[src/rtl/seg7_scan_driver.sv]
// Multiplexed 4-digit BCD driver for the Nexys4 DDR common-anode display, with guard gaps and per-frame snapshot.
// Optional leading-zero blanking is enabled by defining SEG7_LEADING_ZERO_BLANK_EN.
module seg7_scan_driver #(
    parameter int unsigned DIGIT_CYCLES = 100000,
    parameter int unsigned GUARD_CYCLES = 1000
) (
    input  logic       clk,
    input  logic       reset,
    input  logic [3:0] ones,
    input  logic [3:0] tens,
    input  logic [3:0] hundreds,
    input  logic [3:0] thousands,
    output logic [7:0] an,
    output logic [6:0] seg,
    output logic       dp,
    output logic       frame_start
);

    localparam int unsigned MAX_CYCLES = (DIGIT_CYCLES > GUARD_CYCLES) ? DIGIT_CYCLES : GUARD_CYCLES;
    localparam int unsigned CW         = (MAX_CYCLES > 1) ? $clog2(MAX_CYCLES) : 1;
    localparam logic [CW-1:0] DIGIT_LAST = CW'(DIGIT_CYCLES - 1);
    localparam logic [CW-1:0] GUARD_LAST = CW'(GUARD_CYCLES - 1);

    typedef enum logic {
        GUARD = 1'b0,
        SHOW  = 1'b1
    } state_t;

    state_t          state_q, state_d;
    logic [CW-1:0]   cnt_q, cnt_d;
    logic [1:0]      idx_q, idx_d;
    logic [3:0][3:0] snap_q;
    logic            capture;
    logic [3:0]      blank;
    logic [7:0]      an_d;
    logic [6:0]      seg_d;

    function automatic logic [6:0] decode(input logic [3:0] d);
        case (d)
            4'd0:    decode = 7'b1000000;
            4'd1:    decode = 7'b1111001;
            4'd2:    decode = 7'b0100100;
            4'd3:    decode = 7'b0110000;
            4'd4:    decode = 7'b0011001;
            4'd5:    decode = 7'b0010010;
            4'd6:    decode = 7'b0000010;
            4'd7:    decode = 7'b1111000;
            4'd8:    decode = 7'b0000000;
            4'd9:    decode = 7'b0010000;
            default: decode = 7'b0111111;
        endcase
    endfunction

`ifdef SEG7_LEADING_ZERO_BLANK_EN
    always_comb begin
        blank    = '0;
        blank[3] = (snap_q[3] == 4'd0);
        blank[2] = blank[3] && (snap_q[2] == 4'd0);
        blank[1] = blank[2] && (snap_q[1] == 4'd0);
    end
`else
    always_comb begin
        blank = '0;
    end
`endif

    always_comb begin
        state_d = state_q;
        cnt_d   = cnt_q + 1'b1;
        idx_d   = idx_q;
        capture = 1'b0;
        case (state_q)
            GUARD: begin
                if (cnt_q == GUARD_LAST) begin
                    cnt_d   = '0;
                    state_d = SHOW;
                end
            end
            SHOW: begin
                if (cnt_q == DIGIT_LAST) begin
                    cnt_d   = '0;
                    state_d = GUARD;
                    idx_d   = idx_q + 2'd1;
                    capture = (idx_q == 2'd3);
                end
            end
            default: begin
                cnt_d   = '0;
                state_d = GUARD;
            end
        endcase

        // Outputs are derived from the next state so they change on the edge that enters it.
        an_d  = '1;
        seg_d = '1;
        if (state_d == SHOW && !blank[idx_d]) begin
            an_d  = ~(8'h01 << idx_d);
            seg_d = decode(snap_q[idx_d]);
        end
    end

    always_ff @(posedge clk) begin
        if (reset) begin
            state_q     <= GUARD;
            cnt_q       <= '0;
            idx_q       <= '0;
            snap_q      <= '0;
            an          <= 8'hFF;
            seg         <= 7'h7F;
            dp          <= 1'b1;
            frame_start <= 1'b0;
        end else begin
            state_q     <= state_d;
            cnt_q       <= cnt_d;
            idx_q       <= idx_d;
            an          <= an_d;
            seg         <= seg_d;
            dp          <= 1'b1;
            frame_start <= capture;
            if (capture) begin
                snap_q <= {thousands, hundreds, tens, ones};
            end
        end
    end

endmodule

[config.mk]
export PLATFORM = sky130hd
export DESIGN_NAME = seg7_scan_driver
export DESIGN_NICKNAME = d
export VERILOG_FILES = /design/src/rtl/seg7_scan_driver.sv
export SDC_FILE = /design/constraint.sdc
export NUM_CORES = 1
export LEC_CHECK = 0
export BUFFER_PORTS_ARGS = -buffer_cell sky130_fd_sc_hd__buf_2
export CAP_MARGIN = 10
export CELL_PAD_IN_SITES_DETAIL_PLACEMENT = 0
export CELL_PAD_IN_SITES_GLOBAL_PLACEMENT = 2
export CORE_ASPECT_RATIO = 1.75
export CORE_MARGIN = 4
export CORE_UTILIZATION = 36
export CTS_CLUSTER_SIZE = 20
export DETAILED_ROUTE_END_ITERATION = 6
export PLACE_DENSITY = 0.83
export SKIP_LAST_GASP = 1
export SLEW_MARGIN = 15
export SYNTH_ARGS = -nofsm -noshare
export SYNTH_HDL_FRONTEND = slang
export SYNTH_SLANG_ARGS = --single-unit
export TNS_END_PERCENT = 100
[constraint.sdc]
create_clock -name clk -period 4.1 [get_ports clk]
set_clock_uncertainty 0.05 [all_clocks]
set_input_delay 0.82 -clock clk [delete_from_list [all_inputs] [get_ports clk]]
set_output_delay 0.82 -clock clk [all_outputs]
set_load 0.01 [all_outputs]
==> results.json, run 1 <==
{
  "rsz0062_at_grt": "no",
  "synthFlopType": "dfxtp_1",
  "hp-start": "cnt_q[0]",
  "cellLeakagePower_nw": 0.8852,
  "finalWirelength_mm": 5.158,
  "hold_viol_final": 0,
  "cts-buffers-inserted": 5,
  "multi_input_area_um2": 1171,
  "slew_viol_final": 0,
  "synth_area_leaders": "dfxtp_1, nand2_1, nor2_1",
  "worstMarginPinSlew_ps": 589.9,
  "area_growth_pct": 11.37,
  "place_congestion": 0.8617,
  "syn_area_um2": 2222,
  "clockBufferDepth": 2,
  "clock_latency_ps": 300,
  "cp.required_ps": 4200,
  "period_needed_ps": 2817,
  "crit_type": "flip-flop to flip-flop",
  "r2r_start": "cnt_q[0]",
  "synthCells": 259,
  "whs_ps": 403.8,
  "overflow": 0,
  "grt_pass1_vias": 1872,
  "clock_sinks": 48,
  "drt-initial-drc-count": 75,
  "yosysTopAreaCell": "dfxtp_1",
  "finalPower_mw": 0.7524,
  "antenna_cells": 0,
  "post_cts_buffers": 0,
  "dp_hpwl_mm": 3.988,
  "post_drt_wl_per_cell_um": 14.25,
  "drt_drc_violations_left": 0,
  "drtPass1Iterations": 4,
  "yosysMostFrequentCell": "dfxtp_1",
  "grt_max_degree": 24,
  "vias": 1866,
  "rows": 37,
  "globalRouteTotalUtil_pct": 14.65,
  "fin_crit_sh_pct": 68.71,
  "die_height_um": 111.9,
  "grt_pass1_wl_mm": 8.514,
  "fin_nets": 305,
  "core_um2": 5926,
  "ys_seq_area_share_pct": 43.24,
  "via_per_inst": 5.155,
  "relSlewSlack_pct": 60.46,
  "cts-resized-gates": 0,
  "cts_hold_buffers": 0,
  "startpoint": "cnt_q[0]",
  "register_area_um2": 960.9,
  "cp-end-kind": "flip-flop",
  "worstSetupStartpointType": "flip-flop",
  "nFillCells": 652,
  "syn_area_per_cell_um2": 8.580,
  "htreeDepth": 2,
  "power.density_nw_per_um2": 304.0,
  "finalSetupTns_ps": 0,
  "synth_top_cell_area_share_pct": 43.24,
  "portBuffers": 29,
  "synth_edf_count": 0,
  "cts_tree": "built",
  "io_pins": 35,
  "cap_violations": 0,
  "yosysWarningCount": 0,
  "die_w_um": 67.39,
  "antenna_found_initial": 0,
  "hold_class": "flip-flop to flip-flop",
  "critical_path_peak_fanout": 9,
  "synthArstFlopShare_pct": 0,
  "initial_core_util_pct": 37.50,
  "post-route-util_pct": 41.77,
  "synth-seq-cells": 48,
  "clk_pin_slew_ps": 80,
  "status": "completed",
  "cp.arrival_ps": 2920,
  "setup_violations": 0,
  "ant_nets": 0,
  "ys_top_cells_by_count": "dfxtp_1, nand2_1, nor2_1, a21oi_1, nor3_1",
  "die_area_um2": 7543,
  "fmax_mhz": 355.0,
  "synth.distinct_cells": 48,
  "root_buffer": "clkbuf_8",
  "vdd_drop_max_mv": 0.2017,
  "final_layout_size_suffix_gt1_share_pct": 16.55
}
==> critical path, cell delays in order (launching register included) <==
cell and delay (ps):
dfxtp_1 360, ha_1 220, and4_1 290, and4_1 390, a2111oi_0 160, nor3_1 270, o221a_1 430, ha_1 310
nor2_1 120, o21ai_0 80
==> placed cells by master (no fill, tap or decap), drive strengths merged, types with 6 or more instances in the layout <==
cell,synthesis,final
a2111oi,6,6
nand4,6,6
nand2,40,40
nor2,28,28
xnor2,6,6
a21oi,19,19
nor3,13,13
nand3,7,7
dfxtp,48,48
clkbuf,9,6
xor2,10,10
buf,7,30
==> routing by layer <==
metal	GRT usage, %	up-vias	part of all wire [%]
met5	0	-	0
met4	6.369	0	2.9
met3	2.422	11	3.1
met2	28.58	33	59
met1	14.04	873	35
li1	-	949	-
==> final cells by class <==
class,instances,area share (%)
Timing Repair Buffer,30,6.168
Clock inverter,1,0.2022
Multi-Input combinational cell,195,47.32
Sequential cell,48,38.83
Inverter,4,0.6067
Tap cell,78,3.943
Clock buffer,6,2.932
==> flip-flops by register name, summed over array words and instances (netlist names) <==
name	cells
frame_start	1
seg	7
idx_q	2
cnt_q	17
snap_q	16
an	4
state_q	1
==> cell families after synthesis <==
kind of cell	count (synthesis)	share of synthesized area, %
AOI/OAI and AO/OA	47	14.47
buffers and inverters	20	4.729
muxes	2	1.351
DFF	48	43.24
adders and majority gates	3	1.689
and+or+nand+nor	122	28.04
other	1	0.1688
xor gates and xnor gates	16	6.306
==> power breakdown <==
part           internal, mW  switching, mW
clock                 0.116          0.145
sequential            0.468        0.00204
combinational       0.00892         0.0125
==> final timing paths <==
kind              cells after the start        to  slack, ps
hold / removal                        1  cnt_q[0]        400
setup reg to reg                      9    seg[1]       1280
setup / recovery                      9    seg[1]       1280
hold reg to reg                       1  cnt_q[0]        400
==> through the flow <==
stage	cell area [µm²]	std cells	setup WS [ps]
2_1_floorplan	2237	263	1603
3_3_place_gp	2397	355	1431
3_5_place_dp	2397	355	1264
4_1_cts	2475	362	1245
5_1_grt	2475	362	997.7
6_report	2475	362	1283
(Power assumes the default switching activity.)
==> run 2: changes to the inputs <==
--- a/config.mk
+++ b/config.mk
@@ -5,16 +5,17 @@
 export SDC_FILE = /design/constraint.sdc
 export NUM_CORES = 1
 export LEC_CHECK = 0
+export ABC_AREA = 1
 export BUFFER_PORTS_ARGS = -buffer_cell sky130_fd_sc_hd__buf_2
 export CAP_MARGIN = 10
 export CELL_PAD_IN_SITES_DETAIL_PLACEMENT = 0
 export CELL_PAD_IN_SITES_GLOBAL_PLACEMENT = 2
 export CORE_ASPECT_RATIO = 1.75
 export CORE_MARGIN = 4
-export CORE_UTILIZATION = 36
+export CORE_UTILIZATION = 29
 export CTS_CLUSTER_SIZE = 20
 export DETAILED_ROUTE_END_ITERATION = 6
-export PLACE_DENSITY = 0.83
+export PLACE_DENSITY = 0.73
 export SKIP_LAST_GASP = 1
 export SLEW_MARGIN = 15
 export SYNTH_ARGS = -nofsm -noshare
==> constraint.sdc (replaced) <==
create_clock -name clk -period 2.5 [get_ports clk]
set_clock_uncertainty 0.05 [all_clocks]
set_input_delay 0.5 -clock clk [delete_from_list [all_inputs] [get_ports clk]]
set_output_delay 0.5 -clock clk [all_outputs]
set_load 0.01 [all_outputs]
==> run 2 against run 1 <==
Net effect:
- area after synthesis is 1.3% higher
- largest cell class unchanged
- sequential share of layout area is 1.9 points lower
- synthesized cell count is 10% higher
- combinational power is 73% higher
- worst hold slack better by 4.5 ps
==> results.json, run 2 <==
{
  "status": "completed",
  "yosysTopAreaCell": "dfxtp_1",
  "ys_top_cells_by_count": "dfxtp_1, nand2_1, nor2_1, inv_1, nand3_1",
  "yosysWarningCount": 0,
  "synthFlopType": "dfxtp_1",
  "power.density_nw_per_um2": 555.0,
  "clockBufferDepth": 2,
  "syn_area_per_cell_um2": 7.870,
  "globalRouteTotalUtil_pct": 11.92,
  "vdd_drop_max_mv": 0.2854,
  "finalSetupTns_ps": 0,
  "cts_tree": "built",
  "critical_path_peak_fanout": 13,
  "clock_latency_ps": 280,
  "drt_drc_violations_left": 0,
  "synth_top_cell_area_share_pct": 42.69,
  "cap_violations": 0,
  "die_w_um": 74.60,
  "initial_core_util_pct": 29.75,
  "slew_viol_final": 0,
  "clock_sinks": 48,
  "whs_ps": 408.3,
  "synth_area_leaders": "dfxtp_1, nand2_1, nor2_1",
  "path_cells": "ha_1 -> nand2_1 -> nor2_4 -> nand3_4 -> nand2_4 -> nand2_4 -> nand2_1 -> nand3_1 -> nand2_4 -> inv_1 -> ha_1 -> nand2_1 -> nand3_1 -> nand2_1",
  "io_pins": 35,
  "dp_hpwl_mm": 3.938,
  "setup_violations": 0,
  "finalPower_mw": 1.444,
  "largest_register_ffs": 17,
  "vias": 1829,
  "critPathMostFrequentCell": "nand2_1",
  "cp-end-kind": "flip-flop",
  "cts-buffers-inserted": 5,
  "final_common_cell": "dfxtp_1",
  "finalWirelength_mm": 5.079,
  "ys_seq_area_share_pct": 42.69,
  "drtPass1Iterations": 4,
  "yosysMostFrequentCell": "dfxtp_1",
  "grt_max_degree": 34,
  "period_needed_ps": 2196,
  "hold_class": "flip-flop to flip-flop",
  "synth_edf_count": 0,
  "critPathSlowestCell": "dfxtp_1",
  "antenna_found_initial": 0,
  "crit_type": "flip-flop to flip-flop",
  "root_buffer": "clkbuf_16",
  "rsz0062_at_grt": "no",
  "final_layout_size_suffix_gt1_share_pct": 21.20,
  "portBuffers": 29,
  "cp.arrival_ps": 2320,
  "cts-resized-gates": 0,
  "area_growth_pct": 15.62,
  "worst_slack_ps": 304.2,
  "clk_pin_slew_ps": 60,
  "cellLeakagePower_nw": 1.048,
  "mostFrequentLayoutCells": "dfxtp_1, nand2_1, nor2_1, inv_1, buf_2",
  "synth.distinct_cells": 36,
  "htreeDepth": 2,
  "grt_pass1_vias": 1840,
  "stdcell_area_um2": 2603,
  "synthArstFlopShare_pct": 0,
  "cts_hold_buffers": 0,
  "fmax_mhz": 455.4,
  "placed_cell_area_um2": 2469,
  "ant_nets": 0,
  "die_height_um": 124.5,
  "via_per_inst": 4.527,
  "die_area_um2": 9290,
  "core_um2": 7567,
  "hold_viol_final": 0,
  "overflow": 0,
  "grt_pass1_wl_mm": 8.466,
  "cp.required_ps": 2630,
  "antenna_cells": 0,
  "top_regs": "cnt_q (17), snap_q (16), seg (7)",
  "fin_nets": 337,
  "top_register": "cnt_q",
  "place_congestion": 0.7755,
  "max_stage_delay_ps": 350,
  "synth-seq-cells": 48,
  "nFillCells": 846,
  "drt-initial-drc-count": 74,
  "fin_crit_sh_pct": 87.83,
  "rows": 42,
  "post_drt_wl_per_cell_um": 12.57,
  "post_cts_buffers": 0,
  "pre_cts_ws_ps": 295.1,
  "syn_area_um2": 2251,
  "worstSetupStartpointType": "flip-flop",
  "synthCells": 286
}
==> run 2: worst max-delay path: cells and delay by family (launching register included) <==
kind	cells	cell delay (ps)
flops	1	350
buf+inv	1	60
simple gates	11	1190
fa+ha+maj	2	440
==> run 2: through the flow <==
stage / instances / utilization (%)
floorplan: 290 / -
global placement: 397 / 32.62
detailed placement: 397 / 32.62
CTS: 404 / 34.39
global route: 404 / 34.39
finish: 404 / 34.39
==> run 2: logic make-up after synthesis <==
kind of cell               Yosys count  share of synthesized area (%)
adders and majority gates            3                          1.668
and+or+nand+nor                    146                          33.63
xor gates and xnor gates             8                          3.113
DFF                                 48                          42.69
AOI/OAI and AO/OA                   26                          8.449
other                                1                         0.1666
buffers and inverters               54                          10.28
==> run 2: final cells by class <==
| class | instances | area (µm²) | share of cell area [%] |
|---|---|---|---|
| clock buffers | 6 | 128.9 | 4.952 |
| clock inverters | 1 | 5.005 | 0.1923 |
| inverters | 41 | 156.4 | 6.010 |
| multi-input cells | 188 | 1074 | 41.25 |
| flip-flops and latches | 48 | 960.9 | 36.92 |
| well taps | 88 | 110.1 | 4.231 |
| repair buffers | 32 | 167.7 | 6.442 |
==> run 2: where the power goes <==
part / internal [mW] / total [mW] / switching, mW
combinational: 0.0151 / 0.0370 / 0.0219
sequential: 0.769 / 0.771 / 0.00247
clock: 0.364 / 0.636 / 0.272
total: 1.15 / 1.44 / 0.297
==> run 2: final timing paths <==
| check | start | to | slack [ps] | depth (start not counted) |
|---|---|---|---|---|
| setup / recovery | cnt_q[0] | seg[3] | 300 | 14 |
| hold / removal | cnt_q[0] | cnt_q[0] | 410 | 1 |
| setup reg to reg | cnt_q[0] | seg[3] | 300 | 14 |
| hold reg to reg | cnt_q[0] | cnt_q[0] | 410 | 1 |
==> run 2: layer usage <==
layer  share of wire (%)  global-route usage [%]
met5                   0                       0
met3                 3.2                   2.504
met1                  38                   11.84
met2                  56                   22.29
met4                 2.8                   5.346
==> run 3: changes to the inputs <==
--- a/config.mk
+++ b/config.mk
@@ -6,16 +6,16 @@
 export NUM_CORES = 1
 export LEC_CHECK = 0
 export ABC_AREA = 1
-export BUFFER_PORTS_ARGS = -buffer_cell sky130_fd_sc_hd__buf_2
 export CAP_MARGIN = 10
 export CELL_PAD_IN_SITES_DETAIL_PLACEMENT = 0
 export CELL_PAD_IN_SITES_GLOBAL_PLACEMENT = 2
 export CORE_ASPECT_RATIO = 1.75
 export CORE_MARGIN = 4
-export CORE_UTILIZATION = 29
+export CORE_UTILIZATION = 32
 export CTS_CLUSTER_SIZE = 20
 export DETAILED_ROUTE_END_ITERATION = 6
-export PLACE_DENSITY = 0.73
+export DONT_BUFFER_PORTS = 1
+export PLACE_DENSITY = 0.72
 export SKIP_LAST_GASP = 1
 export SLEW_MARGIN = 15
 export SYNTH_ARGS = -nofsm -noshare
==> run 3 against run 2 <==
Net effect:
- first-iteration DRC count is 18% higher
- non-clock buffer count fell by 30
- sequential share of layout area increased by 2.4 points
- largest cell class unchanged
- largest power group unchanged
- highest routed layer unchanged
==> results.json, run 3 (synthesis results as in run 2) <==
{
  "vias": 1670,
  "hp-start": "reset",
  "multi_input_area_um2": 1074,
  "grt_pass1_vias": 1770,
  "max_stage_delay_ps": 350,
  "crit_type": "flip-flop to flip-flop",
  "rsz0062_at_grt": "no",
  "vdd_drop_max_mv": 0.2860,
  "fin_nets": 307,
  "final_layout_size_suffix_gt1_share_pct": 12.94,
  "place_congestion": 0.7304,
  "die_w_um": 71.40,
  "fin_crit_sh_pct": 87.32,
  "htreeDepth": 2,
  "startpoint": "cnt_q[0]",
  "period_needed_ps": 2183,
  "io_pins": 35,
  "clk_pin_slew_ps": 60,
  "via_per_inst": 4.514,
  "area_growth_pct": 8.616,
  "antenna_cells": 0,
  "cts-resized-gates": 0,
  "clock_sinks": 48,
  "antenna_found_initial": 0,
  "final_common_cell": "dfxtp_1",
  "dpl.cell_count": 363,
  "r2r_start": "cnt_q[0]",
  "cp-end-kind": "flip-flop",
  "cp.required_ps": 2620,
  "grt_max_degree": 26,
  "largest_register_ffs": 17,
  "top_register": "cnt_q",
  "core_um2": 6857,
  "cts-buffers-inserted": 5,
  "pre_cts_ws_ps": 298.2,
  "finalPower_mw": 1.408,
  "mostFrequentLayoutCells": "dfxtp_1, nand2_1, nor2_1, inv_1, nand3_1",
  "nFillCells": 754,
  "rows": 40,
  "top_regs": "cnt_q (17), snap_q (16), seg (7)",
  "clockBufferDepth": 2,
  "portBuffers": 0,
  "dp_hpwl_mm": 3.837,
  "slew_viol_final": 0,
  "drt_drc_violations_left": 0,
  "cellLeakagePower_nw": 0.9462,
  "globalRouteTotalUtil_pct": 12.20,
  "overflow": 0,
  "initial_core_util_pct": 32.83,
  "worst_slack_ps": 317.0,
  "r2r_end": "seg[3]",
  "critical_path_peak_fanout": 13,
  "power.density_nw_per_um2": 576.1,
  "rrSetupSlack_ps": 320,
  "hold_viol_final": 0,
  "critPathMostFrequentCell": "nand2_1",
  "clock_latency_ps": 280,
  "critPathSlowestCell": "dfxtp_1",
  "register_area_um2": 960.9,
  "setup_violations": 0,
  "status": "completed",
  "drtPass1Iterations": 4,
  "die_area_um2": 8493,
  "worst_r2r_path_depth": 14,
  "ant_nets": 0,
  "fmax_mhz": 458.1,
  "die_height_um": 119.0,
  "finalSetupTns_ps": 0,
  "finalWirelength_mm": 4.899,
  "hold_class": "primary input to flip-flop",
  "cts_tree": "built",
  "cts_hold_buffers": 0,
  "min_delay_path_depth": 1,
  "post_cts_buffers": 0,
  "path_cells": "ha_1 -> nand2_1 -> nor2_4 -> nand3_4 -> nand2_4 -> nand2_4 -> nand2_1 -> nand3_1 -> nand2_4 -> inv_1 -> ha_1 -> nand2_1 -> nand3_1 -> nand2_1",
  "cp.arrival_ps": 2310,
  "critPathBufInv": 1,
  "root_buffer": "clkbuf_16",
  "stdcell_count": 370,
  "cap_violations": 0,
  "grt_pass1_wl_mm": 8.155,
  "drt-initial-drc-count": 87,
  "worstSetupStartpointType": "flip-flop",
  "cp_top_family": "simple AND/OR/NAND/NOR gates",
  "post_drt_wl_per_cell_um": 13.24,
  "hold_end": "cnt_q[11]"
}
==> run 3: cell types whose count changed in the layout (fill, tap and decap cells not counted), sizes merged <==
cell  change
buf      -30
==> run 3: routing by layer <==
metal	wire length, µm	global-route usage, %	part of all wire, %	up-vias
li1	-	-	-	899
met1	1837	11.70	37	744
met3	146	2.027	3.0	6
met2	2830	24.65	58	21
met4	85	4.235	1.7	0
met5	0	0	0	-
==> run 3: cell type report <==
class,instances,area share [%]
multi-input cells,188,43.91
flip-flops and latches,48,39.30
inverters,41,6.397
clock buffers,6,5.271
well taps,84,4.299
repair buffers,2,0.6141
clock inverters,1,0.2047
==> run 3: how the worst max path moves through the flow <==
stage                     depth (start not counted)  slack, ps     end
after floorplan                                  15        460  seg[3]
final                                            14        320  seg[3]
after global placement                           14        350  seg[3]
after global routing                             15         90  seg[5]
after detailed placement                         14        300  seg[3]
after CTS                                        14        280  seg[3]
==> run 3: stage by stage <==
stage               cell area [µm²]  hold WS (ps)  utilization [%]
floorplan                      2266         367.5                -
global placement               2311         380.9            33.70
detailed placement             2311         393.8            33.70
CTS                            2445         224.2            35.66
global route                   2445         222.5            35.66
finish                         2445         233.1            35.66
==> run 3: worst register-to-register path: cells and delay by family, from the launching register on <==
family	cells	cell delay, ps
fa+ha+maj	2	440
buf+inv	1	60
flops	1	350
simple gates	11	1160
==> run 3: power breakdown <==
part | leakage, nW | switching (mW) | internal (mW)
logic | 0.492 | 0.0106 | 0.00495
clock network | 0.0667 | 0.258 | 0.363
registers | 0.388 | 0.00246 | 0.769
